===== src/rtl/mte_block_sequencer.sv =====
// Byte-to-block front end for the MTE core: packs bytes MSB-first, pads short blocks,
// issues them to the core and returns results on a valid/ready port.
// Optional key-valid timeout is enabled by defining MTE_SEQ_TIMEOUT_EN.
module mte_block_sequencer #(
  parameter int         BLOCK_BYTES = 32,
  parameter int         CORE_LAT    = 1,
  parameter logic [7:0] PAD_BYTE    = 8'h30,
  parameter int         TIMEOUT_CYC = 64
) (
  input  logic                     clock,
  input  logic                     reset_n,
  input  logic [BLOCK_BYTES*8-1:0] cfg_key,
  input  logic                     cfg_sel,
  input  logic                     cfg_load,
  input  logic                     in_valid,
  output logic                     in_ready,
  input  logic [7:0]               in_data,
  input  logic                     in_last,
  output logic [BLOCK_BYTES*8-1:0] core_key,
  output logic                     core_sel,
  output logic [BLOCK_BYTES*8-1:0] core_in,
  input  logic [BLOCK_BYTES*8-1:0] core_out,
  input  logic                     core_key_valid,
  output logic                     out_valid,
  input  logic                     out_ready,
  output logic [BLOCK_BYTES*8-1:0] out_data,
  output logic [5:0]               out_pad_cnt,
  output logic                     out_last,
  output logic                     busy,
  output logic                     err,
  output logic [1:0]               state_dbg
);

  localparam int BW = BLOCK_BYTES * 8;

  localparam logic [1:0] FILL  = 2'd0;
  localparam logic [1:0] ISSUE = 2'd1;
  localparam logic [1:0] WAIT  = 2'd2;
  localparam logic [1:0] OUT   = 2'd3;

  if (CORE_LAT < 1 || TIMEOUT_CYC < 1 || BLOCK_BYTES < 1 || BLOCK_BYTES > 63) begin : g_bad_param
    $error("mte_block_sequencer: illegal parameter value");
  end

  // Handshakes: a transfer occurs on a rising edge where valid and ready are both high;
  // valid-side data is held stable until that edge, ready never waits on valid.

  logic [1:0]    state;
  logic [5:0]    byte_cnt;
  logic [BW-9:0] shreg;
  logic [BW-1:0] block_q;
  logic [7:0]    wait_cnt;

  logic          accept;
  logic          close;
  logic          cfg_ok;
  logic [5:0]    next_cnt;
  logic [5:0]    pad;
  logic [BW-1:0] next_shreg;
  logic [BW-1:0] shifted;
  logic [BW-1:0] fill;
  logic [BW-1:0] next_block;

  assign in_ready  = (state == FILL);
  assign core_in   = block_q;
  assign busy      = !((state == FILL) && (byte_cnt == 6'd0));
  assign state_dbg = state;

  always_comb begin
    accept     = (state == FILL) && in_valid;
    next_cnt   = byte_cnt + 6'd1;
    next_shreg = {shreg, in_data};
    close      = accept && ((next_cnt == 6'(BLOCK_BYTES)) || in_last);
    pad        = 6'(BLOCK_BYTES) - next_cnt;
    // Received bytes sit at the bottom of the shift register; move them to the top.
    shifted    = next_shreg << {pad, 3'b000};
    fill       = '0;
    for (int i = 0; i < BLOCK_BYTES; i++) begin
      if (6'(i) < pad) fill[i*8 +: 8] = PAD_BYTE;
    end
    next_block = shifted | fill;
    cfg_ok     = cfg_load && (state == FILL) && (byte_cnt == 6'd0) && !accept;
  end

`ifdef MTE_SEQ_TIMEOUT_EN
  logic [15:0] to_cnt;
  logic        err_q;
  assign err = err_q;
`else
  assign err = 1'b0;
`endif

  always_ff @(posedge clock or negedge reset_n) begin
    if (!reset_n) begin
      state       <= FILL;
      byte_cnt    <= 6'd0;
      shreg       <= '0;
      block_q     <= '0;
      core_key    <= {{(BW-1){1'b0}}, 1'b1};
      core_sel    <= 1'b0;
      out_valid   <= 1'b0;
      out_data    <= '0;
      out_pad_cnt <= 6'd0;
      out_last    <= 1'b0;
      wait_cnt    <= 8'd0;
`ifdef MTE_SEQ_TIMEOUT_EN
      to_cnt      <= 16'd0;
      err_q       <= 1'b0;
`endif
    end else begin
`ifdef MTE_SEQ_TIMEOUT_EN
      err_q <= 1'b0;
`endif
      if (cfg_ok) begin
        core_key <= cfg_key;
        core_sel <= cfg_sel;
      end
      case (state)
        FILL: begin
          if (accept) begin
            if (close) begin
              block_q     <= next_block;
              out_pad_cnt <= pad;
              out_last    <= in_last;
              byte_cnt    <= 6'd0;
              state       <= ISSUE;
            end else begin
              shreg    <= next_shreg[BW-9:0];
              byte_cnt <= next_cnt;
            end
          end
        end
        ISSUE: begin
          if (core_key_valid) begin
            wait_cnt <= 8'(CORE_LAT - 1);
            state    <= WAIT;
`ifdef MTE_SEQ_TIMEOUT_EN
            to_cnt   <= 16'd0;
          end else if (to_cnt == 16'(TIMEOUT_CYC - 1)) begin
            // Key never became valid: drop the block and flag it.
            to_cnt   <= 16'd0;
            err_q    <= 1'b1;
            byte_cnt <= 6'd0;
            state    <= FILL;
          end else begin
            to_cnt <= to_cnt + 16'd1;
`endif
          end
        end
        WAIT: begin
          if (wait_cnt == 8'd0) begin
            out_data  <= core_out;
            out_valid <= 1'b1;
            state     <= OUT;
          end else begin
            wait_cnt <= wait_cnt - 8'd1;
          end
        end
        OUT: begin
          if (out_ready) begin
            out_valid <= 1'b0;
            byte_cnt  <= 6'd0;
            state     <= FILL;
          end
        end
        default: state <= FILL;
      endcase
    end
  end

endmodule


===== config.mk =====
export PLATFORM = sky130hd
export DESIGN_NAME = mte_block_sequencer
export DESIGN_NICKNAME = d
export VERILOG_FILES = /design/src/rtl/mte_block_sequencer.sv
export SDC_FILE = /design/constraint.sdc
export NUM_CORES = 2
export LEC_CHECK = 0
export BUFFER_PORTS_ARGS = -buffer_cell sky130_fd_sc_hd__buf_2
export CAP_MARGIN = 40
export CORE_AREA = 2 2 511 513
export CTS_CLUSTER_SIZE = 12
export DETAILED_ROUTE_END_ITERATION = 16
export DIE_AREA = 0 0 513 515
export GPL_TIMING_DRIVEN = 0
export SLEW_MARGIN = 20
export SYNTH_ARGS = -nofsm -noshare
export SYNTH_HDL_FRONTEND = slang
export SYNTH_SLANG_ARGS = --single-unit

===== constraint.sdc =====
create_clock -name clock -period 4.4 [get_ports clock]
set_input_delay 0.22 -clock clock [delete_from_list [all_inputs] [get_ports clock]]
set_output_delay 0.22 -clock clock [all_outputs]
set_load 0.02 [all_outputs]

==> metrics <==
failing checks=setup timing; Synth Cell Area=0.0510 sq mm; Fmax achieved=0.225 GHz; sequential fraction of the synthesis area=0.511; num rows=187; GPL Wtd Cong=1.18; synth unique cells=71; placed wire-length estimate=337000 um; Horiz. Die Dim=513 um; #FFs+latches synth=1041; largest fanout on the critical path=11; Met2 Routed Length=168000 um; hold-critical path depth=5; Worst Path Required=5.16 ns; proportion of layout cells with a drive suffix above 1=0.382; largest net degree at the start of global routing=130; DR WL/cell=39.1 um; final-layout fill cell count=27.2k; clk buf depth=3; Avg Inst Size Synth=11.2 sq um; via count=51.3k; number of global-route vias before repair=49.2k; Placed Instance Area=0.0629 sq mm; Power Dens Cells=772 mW/mm^2; CTS tree=done; leading cell types in the layout, fill and taps excluded=1400 x buf_2, 1097 x nand2_1, 1040 x dfrtp_1; Reg clk slew, reported paths=0.06 ns; top cell type's share of synthesized area=0.510; final setup fails=4; Clock Latency Late Sink=0.85 ns; Synth Instances=4569; Detailed Route WL=400000 um; drt first-iter violations=6029; Initial Util=0.197; R2R setup slack=-0.04 ns; Hold Fails Final Rpt=0; initial antenna violation count=113; crit start category=register; final core occ=0.284; min Tclk post-route=4.44 ns; RSZ-0062 raised after global routing=no; worst r2r src=byte_cnt[0]; Setup CP Type=register to register; die area=0.264 sq mm; Antenna Violating Nets Remaining=0; gr ovfl total=0; prevailing post-synth register cell=dfrtp_1; clock buffer count from CTS=135; status=complete, but fails checks; reg2reg path depth=12; clk_skew=0.0639 ns; syn_nets=5105; highest metal used=met5; Yosys warning count=0; CTS sink count=1041; CORE AREA=0.259 sq mm; H-Tree Depth=4; gr usage total=0.292; CP endpoint=core_in[250]; Synth area leaders=dfrtp_1 51%, mux2_2 12%, mux4_2 10%; register area=0.0261 sq mm; clock root cell=clkbuf_16; # IOs=1310; final slew viol count=0; worst setup margin=-0.0411 ns; commonest non-fill, non-tap cell in the layout=buf_2; Arrival @ worst endpoint=5.20 ns; Tightest Pin Transition=0.982 ns; cell area after layout=0.0734 sq mm; Slew headroom=0.343; total power=56.7 mW; EDFF count, synth=0; Lkg Pwr=33.9 nW; Setup crit end kind=register; # DRC=0; Die Span Y=515 um; VDD IR max=636 uV; CP startpoint=byte_cnt[0]; port bufs=1308; FF-to-FF End=core_in[250]; max-cap viol count=0; Detailed Routing Iterations Pass 1=6; Layout Nets=7178; Hold Path Class=input pin to register; M1 WL=147000 um; via-per-instance ratio=5.02; met3 wire length=50200 um; first-pass GRT wire length=508000 um; area of the multi-input gates=0.0236 sq mm; area grow syn2layout=43.9%; fin crit share=1.01; Synth async-reset ratio=1.00; area leader, netlist=dfrtp_1
[routing by layer]
metal | track usage | up-vias
met2 | 0.424 | 3536
met4 | 0.210 | 32
li1 | - | 20400
met5 | 0.0283 | -
met1 | 0.337 | 26500
met3 | 0.133 | 868
[worst min path at each step]
stage / slack [ns] / end / start
after floorplan: -0.08 / byte_cnt[0] / reset_n
final: 0.08 / state_dbg[0] / in_valid
after CTS: 0.06 / out_data[171] / core_out[171]
after global routing: 0.11 / out_data[171] / core_out[171]
after detailed placement: 0.07 / core_in[155] / reset_n
after global placement: 0.42 / out_data[150] / core_out[150]
[cells in the mapped netlist, drive strengths merged (4+ instances only)]
library cell	count
o311ai	8
nand3	46
o221ai	13
o211ai	54
a21oi	54
a31oi	24
o32ai	7
nor2b	6
o22a	15
nand2	1101
clkbuf	198
a32oi	6
a22oi	6
buf	154
a211oi	4
mux4	230
o22ai	11
o31ai	48
or2	5
or3	31
o32a	11
a41oi	5
mux2i	175
a22o	20
nand4	4
inv	15
and3	9
ha	8
a21o	4
and2	6
a32o	26
o21ai	192
nor2	368
mux2	547
dfrtp	1040
nor3	81
[repair_timing]
action	in CTS	in global routing
setup buffers	3	2
endpoints found under the setup margin	245	48
pin swaps	5	3
cloned	0	0
hold endpoints to repair	770	0
hold buffers	528	0
resized for setup	78	18
[where the power goes]
| part | total [mW] | internal (mW) | switching [mW] | leakage (nW) |
|---|---|---|---|---|
| registers | 15.4 | 12.7 | 2.73 | 13.2 |
| logic | 29.6 | 8.85 | 20.7 | 18.5 |
| clock network | 11.7 | 6.57 | 5.12 | 2.22 |
[worst max-delay path, stage by stage (launching register included)]
cell      delay, ns
dfrtp_1        0.47
inv_1          0.22
clkbuf_4       0.29
ha_1           0.34
buf_4          0.21
nor2_1         0.09
a32o_2         0.28
a221oi_2       0.51
nand2_1        0.21
buf_2          0.36
buf_1          0.29
o211ai_1       0.82
a32o_1         0.28
[through the flow]
stage          hold WS [ns]  cells  setup slack (ns)  setup TNS, ns
2_1_floorplan       -0.0756   4569              1.16              0
3_3_place_gp          0.415   9279            -21.42              -
3_5_place_dp         0.0737   9362            -0.965        -119.97
4_1_cts              0.0601  10100            0.0712              0
5_1_grt               0.113  10200           0.00416              0
6_report             0.0781  10200           -0.0411         -0.129
[cell families after synthesis]
| group | synth area share |
|---|---|
| adders and majority gates | 0.00196 |
| DFF | 0.511 |
| buffers and inverters | 0.0308 |
| and+or+nand+nor | 0.130 |
| xor gates and xnor gates | 0.000687 |
| muxes | 0.257 |
| AOI/OAI and AO/OA | 0.0692 |
| other | 0.0000735 |
[layout make-up]
cell class                 instances  share of cell area
sequential                      1041               0.355
timing repair buffer            1936               0.178
buffer                           352              0.0217
clock buffer                     195              0.0526
clock inverter                    48             0.00954
antenna                           73             0.00249
inverter                          15            0.000767
multi-input combinational       3161               0.322
tap                             3402              0.0580
[flip-flops by register name, summed over array words and instances (netlist names)]
name and flops:
core_in 256, core_key 256, out_data 256, shreg 248, wait_cnt 8, byte_cnt 6, out_pad_cnt 6, state_dbg 2
core_sel 1, out_last 1, out_valid 1
Note: power is estimated with default switching activity, not from simulation.
